<file path="src/rtl/sm2201_latch_sequencer.sv">
// sm2201_latch_sequencer
// Drives a bank of octal edge-triggered output latches on the CAMAC side of
// the SM2201 ISA-CAMAC board. Two requesters (ISA host, CAMAC cycle engine)
// are arbitrated round-robin. Each write runs SETUP -> STROBE -> HOLD -> ACK
// on a shared data bus with a per-latch strobe. Each latch's OE is gated by
// its valid bit and the global out_en.
//
// Optional build macro SM2201_LATCH_SHADOW_EN: keeps a per-latch copy of the
// last strobed value, read back through shadow_addr/shadow_data. Without it,
// shadow_data is tied to zero and shadow_addr is ignored.
module sm2201_latch_sequencer #(
   parameter int NUM_LATCHES   = 4,
   parameter int ADDR_WIDTH    = 2,
   parameter int DATA_WIDTH    = 8,
   parameter int SETUP_CYCLES  = 2,
   parameter int STROBE_CYCLES = 1,
   parameter int HOLD_CYCLES   = 1
) (
   input  logic                   clk,
   input  logic                   rst_n,
   input  logic                   isa_req,
   input  logic [ADDR_WIDTH-1:0]  isa_addr,
   input  logic [DATA_WIDTH-1:0]  isa_data,
   output logic                   isa_ack,
   input  logic                   camac_req,
   input  logic [ADDR_WIDTH-1:0]  camac_addr,
   input  logic [DATA_WIDTH-1:0]  camac_data,
   output logic                   camac_ack,
   input  logic                   out_en,
   output logic [DATA_WIDTH-1:0]  latch_data,
   output logic [NUM_LATCHES-1:0] latch_clk,
   output logic [NUM_LATCHES-1:0] latch_oe_n,
   output logic                   busy,
   output logic                   addr_err,
   input  logic                   err_clr,
   input  logic [ADDR_WIDTH-1:0]  shadow_addr,
   output logic [DATA_WIDTH-1:0]  shadow_data
);

   localparam int MAX_SH  = (SETUP_CYCLES > STROBE_CYCLES) ? SETUP_CYCLES : STROBE_CYCLES;
   localparam int MAX_CYC = (MAX_SH > HOLD_CYCLES) ? MAX_SH : HOLD_CYCLES;
   localparam int CNT_W   = (MAX_CYC > 1) ? $clog2(MAX_CYC) : 1;

   typedef enum logic [2:0] {
      S_IDLE,
      S_SETUP,
      S_STROBE,
      S_HOLD,
      S_ACK
   } state_t;

   // Captured write: which requester, target latch and data
   typedef struct packed {
      logic                  from_camac;
      logic [ADDR_WIDTH-1:0] addr;
      logic [DATA_WIDTH-1:0] data;
   } req_t;

   state_t                 state_q, state_d;
   logic [CNT_W-1:0]       cnt_q;
   req_t                   req_q, grant_req;
   logic                   grant, grant_cam;
   logic                   rr_cam_q;      // 1: CAMAC wins the next tie
   logic [NUM_LATCHES-1:0] sel_oh;        // all zero for an out-of-range index
   logic [NUM_LATCHES-1:0] latch_clk_q;
   logic [NUM_LATCHES-1:0] valid_q;
   logic [NUM_LATCHES-1:0] oe_n_q;
   logic                   addr_err_q;
   logic                   strobe_entry, hold_entry;

   // Decode the captured index; out-of-range indices select no latch
   always_comb begin
      sel_oh = '0;
      for (int i = 0; i < NUM_LATCHES; i++)
         sel_oh[i] = (int'(req_q.addr) == i);
   end

   // State register
   always_ff @(posedge clk or negedge rst_n) begin
      if (!rst_n) state_q <= S_IDLE;
      else        state_q <= state_d;
   end

   // Next-state, round-robin grant and the request selected by the grant
   always_comb begin
      state_d   = state_q;
      grant     = 1'b0;
      grant_cam = 1'b0;
      grant_req = '{1'b0, isa_addr, isa_data};
      unique case (state_q)
         S_IDLE: begin
            if (isa_req || camac_req) begin
               grant     = 1'b1;
               grant_cam = camac_req && (!isa_req || rr_cam_q);
               state_d   = S_SETUP;
            end
         end
         S_SETUP:  if (cnt_q == CNT_W'(SETUP_CYCLES - 1))  state_d = S_STROBE;
         S_STROBE: if (cnt_q == CNT_W'(STROBE_CYCLES - 1)) state_d = S_HOLD;
         S_HOLD:   if (cnt_q == CNT_W'(HOLD_CYCLES - 1))   state_d = S_ACK;
         S_ACK:    state_d = S_IDLE;
         default:  state_d = S_IDLE;
      endcase
      if (grant_cam) grant_req = '{1'b1, camac_addr, camac_data};
   end

   assign strobe_entry = (state_q == S_SETUP)  && (state_d == S_STROBE);
   assign hold_entry   = (state_q == S_STROBE) && (state_d == S_HOLD);

   // Per-state dwell counter, restarted on every state change
   always_ff @(posedge clk or negedge rst_n) begin
      if (!rst_n)
         cnt_q <= '0;
      else if (state_d != state_q || state_q == S_IDLE)
         cnt_q <= '0;
      else
         cnt_q <= cnt_q + 1'b1;
   end

   // Request capture, priority pointer, strobes, valid bits and error flag
   always_ff @(posedge clk or negedge rst_n) begin
      if (!rst_n) begin
         req_q       <= '0;
         rr_cam_q    <= 1'b0;
         latch_clk_q <= '0;
         valid_q     <= '0;
         addr_err_q  <= 1'b0;
      end else begin
         if (grant) begin
            req_q    <= grant_req;
            rr_cam_q <= !grant_cam;
         end
         latch_clk_q <= (state_d == S_STROBE) ? sel_oh : '0;
         if (hold_entry)
            valid_q <= valid_q | sel_oh;
         // A new error outranks a simultaneous clear
         if (strobe_entry && !(|sel_oh))
            addr_err_q <= 1'b1;
         else if (err_clr)
            addr_err_q <= 1'b0;
      end
   end

   // Registered output enables so the OE pins never glitch on out_en
   always_ff @(posedge clk or negedge rst_n) begin
      if (!rst_n) oe_n_q <= '1;
      else        oe_n_q <= ~(valid_q & {NUM_LATCHES{out_en}});
   end

   assign latch_data = req_q.data;
   assign latch_clk  = latch_clk_q;
   assign latch_oe_n = oe_n_q;
   assign addr_err   = addr_err_q;
   assign busy       = (state_q != S_IDLE);
   assign isa_ack    = (state_q == S_ACK) && !req_q.from_camac;
   assign camac_ack  = (state_q == S_ACK) &&  req_q.from_camac;

`ifdef SM2201_LATCH_SHADOW_EN
   logic [NUM_LATCHES-1:0][DATA_WIDTH-1:0] shadow_q;

   // Copy the strobed value into the target latch's shadow on HOLD entry
   always_ff @(posedge clk or negedge rst_n) begin
      if (!rst_n) begin
         shadow_q <= '0;
      end else if (hold_entry) begin
         for (int i = 0; i < NUM_LATCHES; i++)
            if (sel_oh[i]) shadow_q[i] <= req_q.data;
      end
   end

   // Combinational read-back; out-of-range indices read zero
   always_comb begin
      shadow_data = '0;
      for (int i = 0; i < NUM_LATCHES; i++)
         if (int'(shadow_addr) == i) shadow_data = shadow_q[i];
   end
`else
   logic unused_shadow_addr;
   assign unused_shadow_addr = ^shadow_addr;
   assign shadow_data        = '0;
`endif

endmodule

</file>
<file path="config.mk">
export PLATFORM = sky130hd
export DESIGN_NAME = sm2201_latch_sequencer
export DESIGN_NICKNAME = d
export VERILOG_FILES = /design/src/rtl/sm2201_latch_sequencer.sv
export SDC_FILE = /design/constraint.sdc
export NUM_CORES = 1
export LEC_CHECK = 0
export CORE_MARGIN = 8
export CORE_UTILIZATION = 38
export DETAILED_ROUTE_END_ITERATION = 6
export GPL_TIMING_DRIVEN = 0
export HOLD_SLACK_MARGIN = 0.02
export MAX_ROUTING_LAYER = met4
export PLACE_DENSITY = 0.75
export SYNTH_ARGS = -nofsm -noshare
export SYNTH_HDL_FRONTEND = slang
export SYNTH_SLANG_ARGS = --single-unit
</file>
<file path="constraint.sdc">
create_clock -name clk -period 1.3 [get_ports clk]
set_input_delay 0.26 -clock clk [delete_from_list [all_inputs] [get_ports clk]]
set_output_delay 0.26 -clock clk [all_outputs]
set_load 0.1 [all_outputs]
</file>
-- Yosys cells after proc, flatten, opt, wreduce, memory -nomap -nowiden
Index checks and enable logic that the tools add are counted.
- output and inout port bits: 28
- bits in writable memories: 0
- latch bits: 0
- bits in read-only memories: 0
- memories kept: 0
- register bits: 29
- magnitude comparators: 0
- multiplexer cells: 14
- add/sub/neg operators: 1
- reduce and logical (&&, ||, !) cells: 18
- shift-type cells: 0
- bitwise operators: 3
- div/mod/pow operators: 0
- multipliers: 0
- equality and inequality tests: 10
- operators by type and width (kind ; number):
    $eq A3 B2 Y1 const B ; 4
    $mux W3 ; 4
    $pmux W3 S4 ; 1
    $mux W11 ; 1
    $mux W1 ; 7
    $logic_and A1 B1 Y1 ; 6
    $and A4 B4 Y4 ; 1
    $eq A2 B2 Y1 const B ; 2
    $logic_not A1 Y1 ; 4
    $mux W4 ; 1
    $not A4 Y4 ; 1
    $or A4 B4 Y4 ; 1
    $reduce_or A4 Y1 ; 1
    $eq A3 B1 Y1 const B ; 1
    $eq A3 B3 Y1 const B ; 1
    $logic_not A3 Y1 ; 1
    $logic_or A1 B1 Y1 ; 3
    $ne A3 B3 Y1 ; 1
    $reduce_bool A3 Y1 ; 1
    $eq A2 B1 Y1 const B ; 1
    $logic_not A2 Y1 ; 1
    $reduce_bool A2 Y1 ; 1
    $add A1 B1 Y1 const B ; 1

-- Longest topological paths before layout
- word-level depth: 7
- depth in mapped cells: 6
- gate-level depth less buffers: 4

-- Least setup slack after synthesis
OpenSTA, ideal clock, no wires.
- kind: register to output
- start point: register state_q[0]
- end point: output isa_ack
- slack: -2.601 ns
- data arrival time: 3.641 ns
- required time: 1.040 ns
- stages on the path, launching flop included: 3
- path through: dfrtp_1 > buf_6 > nor4b_1
- word-level cells in the longest chain between the ends: 2
- ends and longest elaborated chain (element ; line ; RTL):
    start: declaration ; 59 ; state_t state_q, state_d;
    start signal: assignment ; 81 ; else state_q <= state_d;
    $eq A3 B3 Y1 ; 155 ; assign isa_ack = (state_q == S_ACK) && !req_q.from_camac;
    $logic_and A1 B1 Y1 ; 155 ;
    end: declaration ; 24 ; output logic isa_ack,
No other way between the ends.

-- Worst setup path after layout
- start point: register state_q[1]
- end point: output busy
- word-level cells in the longest chain between the ends: 1
- ends and longest elaborated chain (element ; line ; RTL):
    $reduce_bool A3 Y1 ; 154 ; assign busy = (state_q != S_IDLE);
    end: declaration ; 33 ; output logic busy,
No other way between the ends.

==> summary.md <==
| Metric | Value |
|---|---|
| Violation count after the first detailed-routing iteration | 52 |
| Clock insertion delay at the later pin of the skew report | between 0.3 and 0.4 ns |
| Sum of buffers and inverters on the critical path | 4 |
| CP dominant cell by count | buf_12 |
| Row count | 21 |
| Top-count cell post-synth | dfrtp_1 |
| Post-Syn Area | 1370 um^2 |
| Synth area leader | dfrtp_1 |
| Highest clock frequency the design can meet | 0.598 GHz |
| Post-synth EDFFs | 0 |
| Highest ir drop seen on vdd | 1490 uV |
| GRT Total Usage | between 10% and 20% |
| Reg2reg start | state_q[1] |
| Die width | 76.0 um |
| Average wire length per cell after detail routing | 15.0 um |
| Share of Yosys cell area claimed by the top area cell type | 45.8% |
| Via count of the first global-routing pass | ~1300 |
| Kind of path behind the tightest hold check | reg2reg |
| RePlAce Congestion | between 0.7 and 0.8 |
| Syn Inst Count | 123 |
| Start point of the critical path | state_q[1] |
| TritonCTS clock tree | built |
| Count of final setup violators | 24 |
| Share of the clock period used by the worst path | 129% |
| Detailed-route DRC error count | 0 |
| Hpwl dp | 2490 um |
| Violations in the final reports | negative setup slack |
| Top cells by area, synth | dfrtp_1 (46%), buf_4 (9.9%), dfstp_2 (7.7%) |
| Synth Register Bits | 29 |
| Number of port buffers | 45 |
| Final antenna-violating net count | 0 |
| Antenna diode count | 0 |
| Area enclosed by the die boundary | 5770 um^2 |
| Power per cell area | 2880 nW/um^2 |
| Ports placed on the boundary | 56 |
| Top flip-flop cell by instance count after synthesis | dfrtp_1 |
| Cell breakdown of the critical path | buf_6, nor3_4, inv_2, buf_12, buf_12 |
| Synthesis-to-finish area growth | 73.9% |
| CP Capture Type | primary output |
| Clock-pin transition on the worst setup and hold timing paths | 0.08 ns |
| Critical Path Source Type | flip-flop |
| Layout cells sized above 1 | 47.5% |
| First-pass GRT wire length | between 6000 and 7000 um |
| Area of combinational cells with multiple inputs | 568 um^2 |
| Critical path's largest stage delay | about 0.38 ns |
| Mean area per synthesized cell | 11.1 um^2 |
| H-tree level count | 2 |
| Startpoint of the worst hold path | valid_q[2] |
| Largest driver fanout on the critical path | 6 |
| Sequential fraction of the synthesis area | 53.5% |
| Fill cells | approximately 240 |
| Final WS setup | -0.372 ns |
| Fin Hold WS | 0.400 ns |
| Slowest stage cell on the critical path | dfrtp_1 |
| Library cells used by synthesis | 28 |
| Outcome | finished with violations |
| Number of clock sinks | 29 |
| Pins over their slew limit | 0 |
| Vias | approximately 1200 |
| Core region area | 3390 um^2 |
| Slew margin rel. | 58.8% |
| Worst Clk Skew | 0.0102 ns |
| Most common library cells after synthesis | dfrtp_1 (25), buf_4 (18), nand2_1 (16) |
| Remaining global-route overflow | 0 |
| Async SR Flop Fraction | 100% |
| Transition time at the pin with the least slew margin | between 0.6 and 0.7 ns |
| Max cap viols | 0 |
| Required arrival time at the worst endpoint | 1.04 ns |
| Clock buffer count from CTS | 5 |
| P_leak | 1.09 nW |
| Count of yosys warnings during synthesis | 0 |
| Setup repair after global routing missed its margin | true |
| Total count of hold-check failures in the final report | 0 |
| DR pass1 iterations | 4 |
| Maximum clock path buffer count | 2 |
| CP delay by family, top | buffers and inverters |
| Number of nets in the finished design | 227 |
| Initial Util | 40.3% |
| Min Clock Period, post-route | ~1.7 ns |
| Power consumption | 6.83 mW |
| Largest net degree at the start of global routing | 30 |
| Initial antenna violation count | 0 |
| Worst setup path category | reg2out |
| Sequential Area | 731 um^2 |
| Root Buffer | clkbuf_4 |
| Crit path arrival time | 1.41 ns |
| Wire length reported by the detailed router | 3680 um |
| Via count normalized by instance count | 4.83 |
| Die Ht | 76.0 um |
-- worst paths after layout --
| kind | to | slack [ns] | cells past startpoint |
|---|---|---|---|
| setup / recovery | busy | -0.37 | 5 |
| hold / removal | latch_oe_n[2] | 0.40 | 1 |
| setup reg to reg | latch_data[0] | -0.25 | 6 |
| hold reg to reg | latch_oe_n[2] | 0.40 | 1 |
| max in group asynchronous | state_q[2] | 0.42 | 2 |
| min in group asynchronous | valid_q[1] | 0.47 | 2 |
-- final cells by class --
| cell class | instances | area share (%) |
|---|---|---|
| Timing Repair Buffer | 66 | 30.9 |
| Buffer | 21 | 8.00 |
| Multi-Input combinational cell | 73 | 23.9 |
| Inverter | 3 | 0.474 |
| Sequential cell | 29 | 30.8 |
| Tap cell | 46 | 2.42 |
| Clock inverter | 1 | 1.26 |
| Clock buffer | 7 | 2.32 |
-- worst reg2reg max path: stages (launching register included) --
cell and delay [ns]:
dfrtp_1 0.38, buf_6 0.14, nor3_4 0.21, buf_4 0.16, o21ai_4 0.08, buf_6 0.14
a221o_1 0.35
-- cell usage in the layout, fill, tap and decap left out, drive strengths merged --
cell type,instances
o21ai,1
nor2b,1
dfstp,4
clkdlybuf4s50,24
and2b,1
and3,1
bufinv,1
nor4b,2
a21oi,3
a21o,2
dfrtp,25
conb,8
clkbuf,9
nand3b,1
buf,60
a31o,4
nand2,16
dlygate4sd3,1
nor4bb,1
nor3,16
nand2b,1
inv,3
and4bb,1
xnor2,1
a221o,10
xor2,1
nor3b,2
-- metrics by stage --
stage / util (%) / TNS, ns / cells / area, um^2 / setup WS (ns)
global placement: 57.7 / -25.88 / 221 / 1950 / -0.900
global route: 70.1 / -5.27 / 246 / 2380 / -0.434
detailed placement: 57.7 / -27.21 / 221 / 1950 / -0.903
CTS: 65.8 / -3.75 / 241 / 2230 / -0.377
floorplan: - / -1.53 / 130 / 1450 / -0.575
finish: 70.1 / -3.86 / 246 / 2380 / -0.372
-- sequential cells by signal, summed over array words and instances, names as in the netlist --
| register | cells |
|---|---|
| latch_oe_n | 4 |
| addr_err | 1 |
| latch_clk | 4 |
| req_q | 3 |
| cnt_q | 1 |
| latch_data | 8 |
| valid_q | 4 |
| state_q | 3 |
| rr_cam_q | 1 |
-- cell families (layout without fill, tap and decap cells) --
family / after synthesis / count (layout) / share of synthesized area [%]
compound gates: 20 / 20 / 12.9
xor+xnor: 2 / 2 / 1.28
buf+inv: 28 / 98 / 14.4
flops: 29 / 29 / 53.5
other cells: 1 / 8 / 0.274
simple gates: 43 / 43 / 17.7
-- power by group --
| group | internal [mW] | total, mW | leakage (nW) | switching, mW |
|---|---|---|---|---|
| clock network | 0.459 | 0.762 | 0.0455 | 0.303 |
| registers | 1.27 | 1.53 | 0.356 | 0.268 |
| logic | 1.95 | 4.54 | 0.686 | 2.59 |
-- routing by layer --
layer	GRT usage, %	share of wire, %
met1	13.4	39
met2	21.6	52
met4	8.43	2.8
met3	4.01	6.1
met5	-	0
-- timing repair --
action | 4_1_cts | 5_1_grt
endpoints found under the setup margin | 60 | 32
hold buffers | 0 | 1
pin swaps | 2 | 6
endpoints found under the hold margin | 0 | 25
buffers inserted | 10 | 10
resized for setup | 159 | 25
gates cloned | 2 | 0
No activity file was read; power rests on OpenSTA's default activity.
